File: config.mk
export PLATFORM = sky130hd
export DESIGN_NAME = uart_tx_sched
export DESIGN_NICKNAME = d
export VERILOG_FILES = /design/src/rtl/uart_tx_sched.sv
export SDC_FILE = /design/constraint.sdc
export NUM_CORES = 1
export LEC_CHECK = 0
export ABC_AREA = 1
export CAP_MARGIN = 0
export CELL_PAD_IN_SITES_DETAIL_PLACEMENT = 2
export CELL_PAD_IN_SITES_GLOBAL_PLACEMENT = 2
export CORE_AREA = 2 2 93 95
export CTS_CLUSTER_DIAMETER = 40
export CTS_CLUSTER_SIZE = 12
export DETAILED_ROUTE_END_ITERATION = 10
export DIE_AREA = 0 0 95 97
export PLACE_DENSITY_LB_ADDON = 0.1
export SLEW_MARGIN = 25
export SYNTH_ARGS = -nofsm -noshare
export SYNTH_HDL_FRONTEND = slang
export SYNTH_SLANG_ARGS = --single-unit
File: constraint.sdc
create_clock -name clk -period 2.2 [get_ports clk]
set_input_delay 0.55 -clock clk [delete_from_list [all_inputs] [get_ports clk]]
set_output_delay 0.55 -clock clk [all_outputs]
set_load 0.01 [all_outputs]
File: src/rtl/uart_tx_sched.sv
// uart_tx_sched: shares one uart_tx among NUM_SRC byte-source FIFOs.
// Grants are handed out round-robin, and each grant lasts for at most MAX_BURST bytes. While a
// source holds the grant, its FIFO is presented to uart_tx as if it were the one FIFO uart_tx
// reads from. Line-format changes (data bits, stop bits, parity) are held in shadow registers.
// They are applied only between grants, and only while uart_tx is not busy.
//
// Optional feature: define UART_TX_SCHED_TAG_EN to send a tag byte {4'hA, 2'b00, id[1:0]}
// ahead of each burst.
//
// Ports:
//   clk, rst           clock and synchronous active-high reset
//   src_data/empty/en  per-source FIFO head byte, empty flag, arbitration enable
//   src_rden           per-source FIFO pop
//   tx_data/tx_empty   virtual FIFO presented to uart_tx
//   tx_rden, tx_busy   pop and busy from uart_tx
//   cfg_*, cfg_wr      requested line format and its write strobe
//   num_data_bits, stop_bits, parity  applied line format to uart_tx
//   cfg_pending        a written format is waiting to be applied
//   grant_valid/id     current owner of uart_tx

package uart_tx_sched_pkg;
  typedef enum logic [1:0] {
    STOP_BITS_1   = 2'd0,
    STOP_BITS_1P5 = 2'd1,
    STOP_BITS_2   = 2'd2
  } stop_bits_t;

  typedef enum logic [2:0] {
    PARITY_NONE  = 3'd0,
    PARITY_ODD   = 3'd1,
    PARITY_EVEN  = 3'd2,
    PARITY_MARK  = 3'd3,
    PARITY_SPACE = 3'd4
  } parity_t;
endpackage

module uart_tx_sched
  import uart_tx_sched_pkg::*;
#(
  parameter int unsigned NUM_SRC   = 4,
  parameter int unsigned MAX_BURST = 8,
  localparam int unsigned IdW      = (NUM_SRC > 1) ? $clog2(NUM_SRC) : 1
) (
  input  logic                    clk,
  input  logic                    rst,
  input  logic [NUM_SRC-1:0][7:0] src_data,
  input  logic [NUM_SRC-1:0]      src_empty,
  output logic [NUM_SRC-1:0]      src_rden,
  input  logic [NUM_SRC-1:0]      src_en,
  output logic [7:0]              tx_data,
  output logic                    tx_empty,
  input  logic                    tx_rden,
  input  logic                    tx_busy,
  input  logic [3:0]              cfg_num_data_bits,
  input  stop_bits_t              cfg_stop_bits,
  input  parity_t                 cfg_parity,
  input  logic                    cfg_wr,
  output logic [3:0]              num_data_bits,
  output stop_bits_t              stop_bits,
  output parity_t                 parity,
  output logic                    cfg_pending,
  output logic                    grant_valid,
  output logic [IdW-1:0]          grant_id
);

`ifdef UART_TX_SCHED_TAG_EN
  typedef enum logic [1:0] {S_IDLE, S_TAG, S_XFER, S_CFG} state_t;
`else
  typedef enum logic [1:0] {S_IDLE, S_XFER, S_CFG} state_t;
`endif

  state_t         state_q, state_d;
  logic           grant_valid_q, grant_valid_d;
  logic [IdW-1:0] grant_id_q, grant_id_d;
  logic [IdW-1:0] last_grant_q, last_grant_d;
  logic [3:0]     burst_q, burst_d;
  logic           cfg_pending_q, cfg_pending_d;
  logic [3:0]     sh_bits_q, sh_bits_d;
  stop_bits_t     sh_stop_q, sh_stop_d;
  parity_t        sh_par_q, sh_par_d;
  logic [3:0]     app_bits_q, app_bits_d;
  stop_bits_t     app_stop_q, app_stop_d;
  parity_t        app_par_q, app_par_d;

  logic [NUM_SRC-1:0] eligible;
  logic               pick_found;
  logic [IdW-1:0]     pick_id;
  logic [IdW-1:0]     idx_w;
  int unsigned        idx;
  logic [3:0]         burst_inc;
  logic               release_grant;
`ifdef UART_TX_SCHED_TAG_EN
  logic [1:0]         gid2;
`endif

  // Round-robin pick: first eligible index after last_grant, wrapping.
  always_comb begin
    eligible   = src_en & ~src_empty;
    pick_found = 1'b0;
    pick_id    = '0;
    idx        = 0;
    idx_w      = '0;
    for (int unsigned i = 1; i <= NUM_SRC; i++) begin
      idx   = (32'(last_grant_q) + i) % NUM_SRC;
      idx_w = IdW'(idx);
      if (!pick_found && eligible[idx_w]) begin
        pick_found = 1'b1;
        pick_id    = idx_w;
      end
    end
  end

  always_comb begin
    state_d       = state_q;
    grant_valid_d = grant_valid_q;
    grant_id_d    = grant_id_q;
    last_grant_d  = last_grant_q;
    burst_d       = burst_q;
    cfg_pending_d = cfg_pending_q;
    sh_bits_d     = sh_bits_q;
    sh_stop_d     = sh_stop_q;
    sh_par_d      = sh_par_q;
    app_bits_d    = app_bits_q;
    app_stop_d    = app_stop_q;
    app_par_d     = app_par_q;
    tx_data       = 8'h00;
    tx_empty      = 1'b1;
    src_rden      = '0;
    burst_inc     = burst_q + 4'd1;
    release_grant = 1'b0;
`ifdef UART_TX_SCHED_TAG_EN
    gid2          = 2'(grant_id_q);
`endif

    case (state_q)
      S_IDLE: begin
        // A pending format change wins over new grants so it cannot be starved.
        if (cfg_pending_q && !tx_busy) begin
          state_d = S_CFG;
        end else if (pick_found) begin
          grant_valid_d = 1'b1;
          grant_id_d    = pick_id;
          burst_d       = '0;
`ifdef UART_TX_SCHED_TAG_EN
          state_d       = S_TAG;
`else
          state_d       = S_XFER;
`endif
        end
      end
`ifdef UART_TX_SCHED_TAG_EN
      S_TAG: begin
        tx_data  = {4'hA, 2'b00, gid2};
        tx_empty = 1'b0;
        if (tx_rden) begin
          state_d = S_XFER;
        end
      end
`endif
      S_XFER: begin
        tx_data                = src_data[grant_id_q];
        tx_empty               = src_empty[grant_id_q];
        src_rden[grant_id_q]   = tx_rden;
        if (tx_rden) begin
          burst_d = burst_inc;
          if (burst_inc == 4'(MAX_BURST)) begin
            release_grant = 1'b1;
          end
        end else if (src_empty[grant_id_q]) begin
          release_grant = 1'b1;
        end
      end
      S_CFG: begin
        app_bits_d    = sh_bits_q;
        app_stop_d    = sh_stop_q;
        app_par_d     = sh_par_q;
        cfg_pending_d = 1'b0;
        state_d       = S_IDLE;
      end
      default: state_d = S_IDLE;
    endcase

    if (release_grant) begin
      state_d       = S_IDLE;
      grant_valid_d = 1'b0;
      last_grant_d  = grant_id_q;
    end

    // Placed after the S_CFG copy so a write in that same cycle stays pending.
    if (cfg_wr) begin
      sh_bits_d     = cfg_num_data_bits;
      sh_stop_d     = cfg_stop_bits;
      sh_par_d      = cfg_parity;
      cfg_pending_d = 1'b1;
    end

    // A burst cut short by reset must not pop one more byte.
    if (rst) begin
      src_rden = '0;
    end
  end

  always_ff @(posedge clk) begin
    if (rst) begin
      state_q       <= S_IDLE;
      grant_valid_q <= 1'b0;
      grant_id_q    <= '0;
      last_grant_q  <= IdW'(NUM_SRC - 1);
      burst_q       <= '0;
      cfg_pending_q <= 1'b0;
      sh_bits_q     <= 4'd8;
      sh_stop_q     <= STOP_BITS_1;
      sh_par_q      <= PARITY_NONE;
      app_bits_q    <= 4'd8;
      app_stop_q    <= STOP_BITS_1;
      app_par_q     <= PARITY_NONE;
    end else begin
      state_q       <= state_d;
      grant_valid_q <= grant_valid_d;
      grant_id_q    <= grant_id_d;
      last_grant_q  <= last_grant_d;
      burst_q       <= burst_d;
      cfg_pending_q <= cfg_pending_d;
      sh_bits_q     <= sh_bits_d;
      sh_stop_q     <= sh_stop_d;
      sh_par_q      <= sh_par_d;
      app_bits_q    <= app_bits_d;
      app_stop_q    <= app_stop_d;
      app_par_q     <= app_par_d;
    end
  end

  assign num_data_bits = app_bits_q;
  assign stop_bits     = app_stop_q;
  assign parity        = app_par_q;
  assign cfg_pending   = cfg_pending_q;
  assign grant_valid   = grant_valid_q;
  assign grant_id      = grant_id_q;

endmodule

==> results by group <==
Run status
  – Outcome: finished, final reports clean

Power and ir drop
  – Leakage: 1.27 nW
  – Peak VDD IR: 0.311 mV
  – Cell area power density: 850 nW/µm²

Logic synthesis
  – Mux cell area share after synthesis: 0%
  – Synth cell count leaders: nand2_1, nor2_1, dfxtp_1, nand3_1, inv_1
  – Sequential share of the synthesized area: 34.1%
  – Combinational family with the most area after synthesis: simple AND/OR/NAND/NOR gates
  – Area share of fa/ha/maj cells after synthesis: 1.42%
  – Cell variety after synth: 25
  – Yosys warning count: 0
  – Mapped cell area: 1760 µm²
  – Post-Synth Simple-Gate Area: 40.2%
  – #FFs+latches synth: 30
  – Mapped Cells: 262
  – Top cells by area, synth: dfxtp_1, nand2_1, nor2_1, nand3_1, o21ai_0
  – FFs w/ async S/R, synth: 0%
  – Avg Cell Area, Syn: 6.72 µm²
  – Area fraction in compound gates after synthesis: 15.2%
  – Syn_nets: 318
  – Post-synthesis xor/xnor area fraction: 0.995%
  – Synth area leader: dfxtp_1
  – EDFF count, synth: 0
  – Predominant post-synthesis flop cell: dfxtp_1
  – Post-synth top area share: 34.1%

Route
  – Antenna viol nets, final: 0
  – Drt first-iter violations: 35
  – Routed WL per cell: 14.6 µm
  – Drt pass-1 iters: 4
  – Avg Vias per Cell: 4.56
  – Drt total wl: 6880 µm
  – DR vias: 2149
  – DRC viols: 0

STA
  – Period utilisation layout: 96.4%
  – Fin Clk Skew: 5.74 ps
  – Least-Margin Pin Slew: 412 ps
  – RSZ-0062 raised after global routing: false
  – Final setup violation count: 0
  – Worst setup margin: 79.8 ps
  – WHS: 467 ps
  – Fmax: 472 MHz
  – Max transition margin: 72.5%
  – Final hold viol count: 0
  – Tmin final: 2120 ps
  – Max Transition Viols Final: 0

CTS
  – Clk sink count: 30
  – CTS HTree Levels: 2
  – Clk root buf: clkbuf_8
  – Hold Buf Count CTS: 0
  – Worst-path clk slew: 60 ps
  – Num CTS Buffers: 5
  – Clk_lat worst skew: 280 ps
  – CTS Buffer Depth: 2
  – TritonCTS clock tree: done
  – Post-CTS Repair Setup Buffers: 0

Global route
  – Number of global-route vias before repair: 2263
  – Initial antenna violation count: 0
  – Gr ovfl total: 0
  – First-pass GRT wire length: 11200 µm
  – Pin count of the biggest net entering global routing: 25
  – GRT Util Overall: 15.3%

Die
  – I/O pin count: 80
  – Die H: 97 µm
  – Core area: 8130 µm²
  – Starting Density: 21.6%
  – Row cnt: 33
  – DIE WIDTH: 95 µm
  – Die area: 9220 µm²

Finish
  – Share of cells above drive strength 1: 21.9%
  – Area growth syn-to-layout: 66.3%
  – ANT cells: 0
  – Post-layout util: 36.0%
  – Final #Nets: 421
  – Finished Cell Area: 2930 µm²

Worst setup path
  – CP Data Required Time: 1650 ps
  – Crit start category: primary input
  – CP max stage delay: 450 ps
  – Critical path buffer and inverter count: 3
  – Reg2Reg Depth: 11
  – Worst-path cell chain: clkdlybuf4s50_1, inv_1, nor2_2, nand2_2, nor3_1, buf_2
  – Levels on crit path: 6
  – Worst-path maximum fanout: 4
  – WP data arrival: 1570 ps
  – Largest delay share family, worst path: buffers and inverters
  – Slowest cell on crit path: clkdlybuf4s50_1
  – Critical path type: primary input to output port
  – Crit end category: output port

Flow run
  – Max-Cap Viols: 0

Place
  – # port buffers: 79
  – Detail Placement HPWL: 5510 µm
  – Placed cell areas: 2850 µm²
  – Place WS: -460 ps
  – Gp weighted congestion: 0.723

Hold path
  – Hold depth: 2
  – Hold Path Class: flop to flop
timing repair:
item | CTS | global route
gates resized for setup | 36 | 16
endpoints found under the setup margin | 13 | 12
pin swaps | 0 | 3
path summary, 6_finish.rpt:
check / startpoint / end / slack (ps)
hold reg to reg: sh_bits_q[3] / sh_bits_q[3] / 470
hold / removal: sh_bits_q[3] / sh_bits_q[3] / 470
setup reg to reg: last_grant_q[0] / burst_q[1] / 480
setup / recovery: tx_rden / src_rden[0] / 80
layout make-up:
cell class | count | area (µm²)
clock buffer | 6 | 82.6
clock inverter | 2 | 12.5
fill | 973 | 5210
inverter | 29 | 109
multi-input combinational | 195 | 1050
sequential | 30 | 606
tap | 105 | 131
timing repair buffer | 104 | 941
through the flow:
| stage | total power [mW] | TNS (ps) | instances |
|---|---|---|---|
| after CTS | 2.54 | -3.77 | 471 |
| after global placement | 2.03 | -3430 | 463 |
| after floorplan | 1.40 | 0 | 262 |
| final | 2.49 | 0 | 471 |
| after detailed placement | 2.06 | -3870 | 463 |
| after global routing | 2.71 | 0 | 471 |
cell families after synthesis:
kind of cell	after synthesis
simple gates	146
xor+xnor	2
buf+inv	37
fa+ha+maj	2
flops	30
compound gates	45
layout by cell type, fill, tap and decap left out, types with 2 or more instances in the layout:
cell and instances:
a21oi_1 6, nor3_2 2, buf_4 24, ha_1 2, nand2_1 43, dfxtp_1 28, a22oi_1 8, nor2_1 43
nand3_1 24, clkdlybuf4s15_1 3, buf_2 4, nand4_1 8, inv_2 5, clkbuf_8 6, nor2_4 3, clkbuf_2 6
o21ai_0 18, clkinv_1 3, inv_1 21, nand3_2 6, nor2_2 5, xor2_1 2, clkdlybuf4s50_1 66, a31oi_1 8
nand2_2 9, o21ai_2 2
power by group:
| group | internal [mW] | leakage, nW | total [mW] | switching (mW) |
|---|---|---|---|---|
| logic | 0.586 | 0.977 | 1.30 | 0.716 |
| clock network | 0.251 | 0.0472 | 0.474 | 0.223 |
| registers | 0.632 | 0.248 | 0.712 | 0.0798 |
| total | 1.47 | 1.27 | 2.49 | 1.02 |
sequential cells by signal, summed over array words and instances, names as in the netlist, 2 cells and up:
name / count
burst_q: 4
num_data_bits: 4
sh_bits_q: 4
parity: 3
sh_par_q: 3
grant_id: 2
last_grant_q: 2
sh_stop_q: 2
state_q: 2
stop_bits: 2
layer usage:
metal,vias to the layer above,GRT usage [%],part of all wire (%)
met5,-,0,0
met4,0,3.68,0.71
met3,4,2.96,5.4
met2,59,25.2,47
met1,1009,20.4,47
li1,1077,-,-
tightest hold or removal path: cells and delay by family (launching register included):
kind             cells  cell delay [ps]
and+or+nand+nor      2              110
DFF                  1              330
Power figures use the tool's default switching activity.
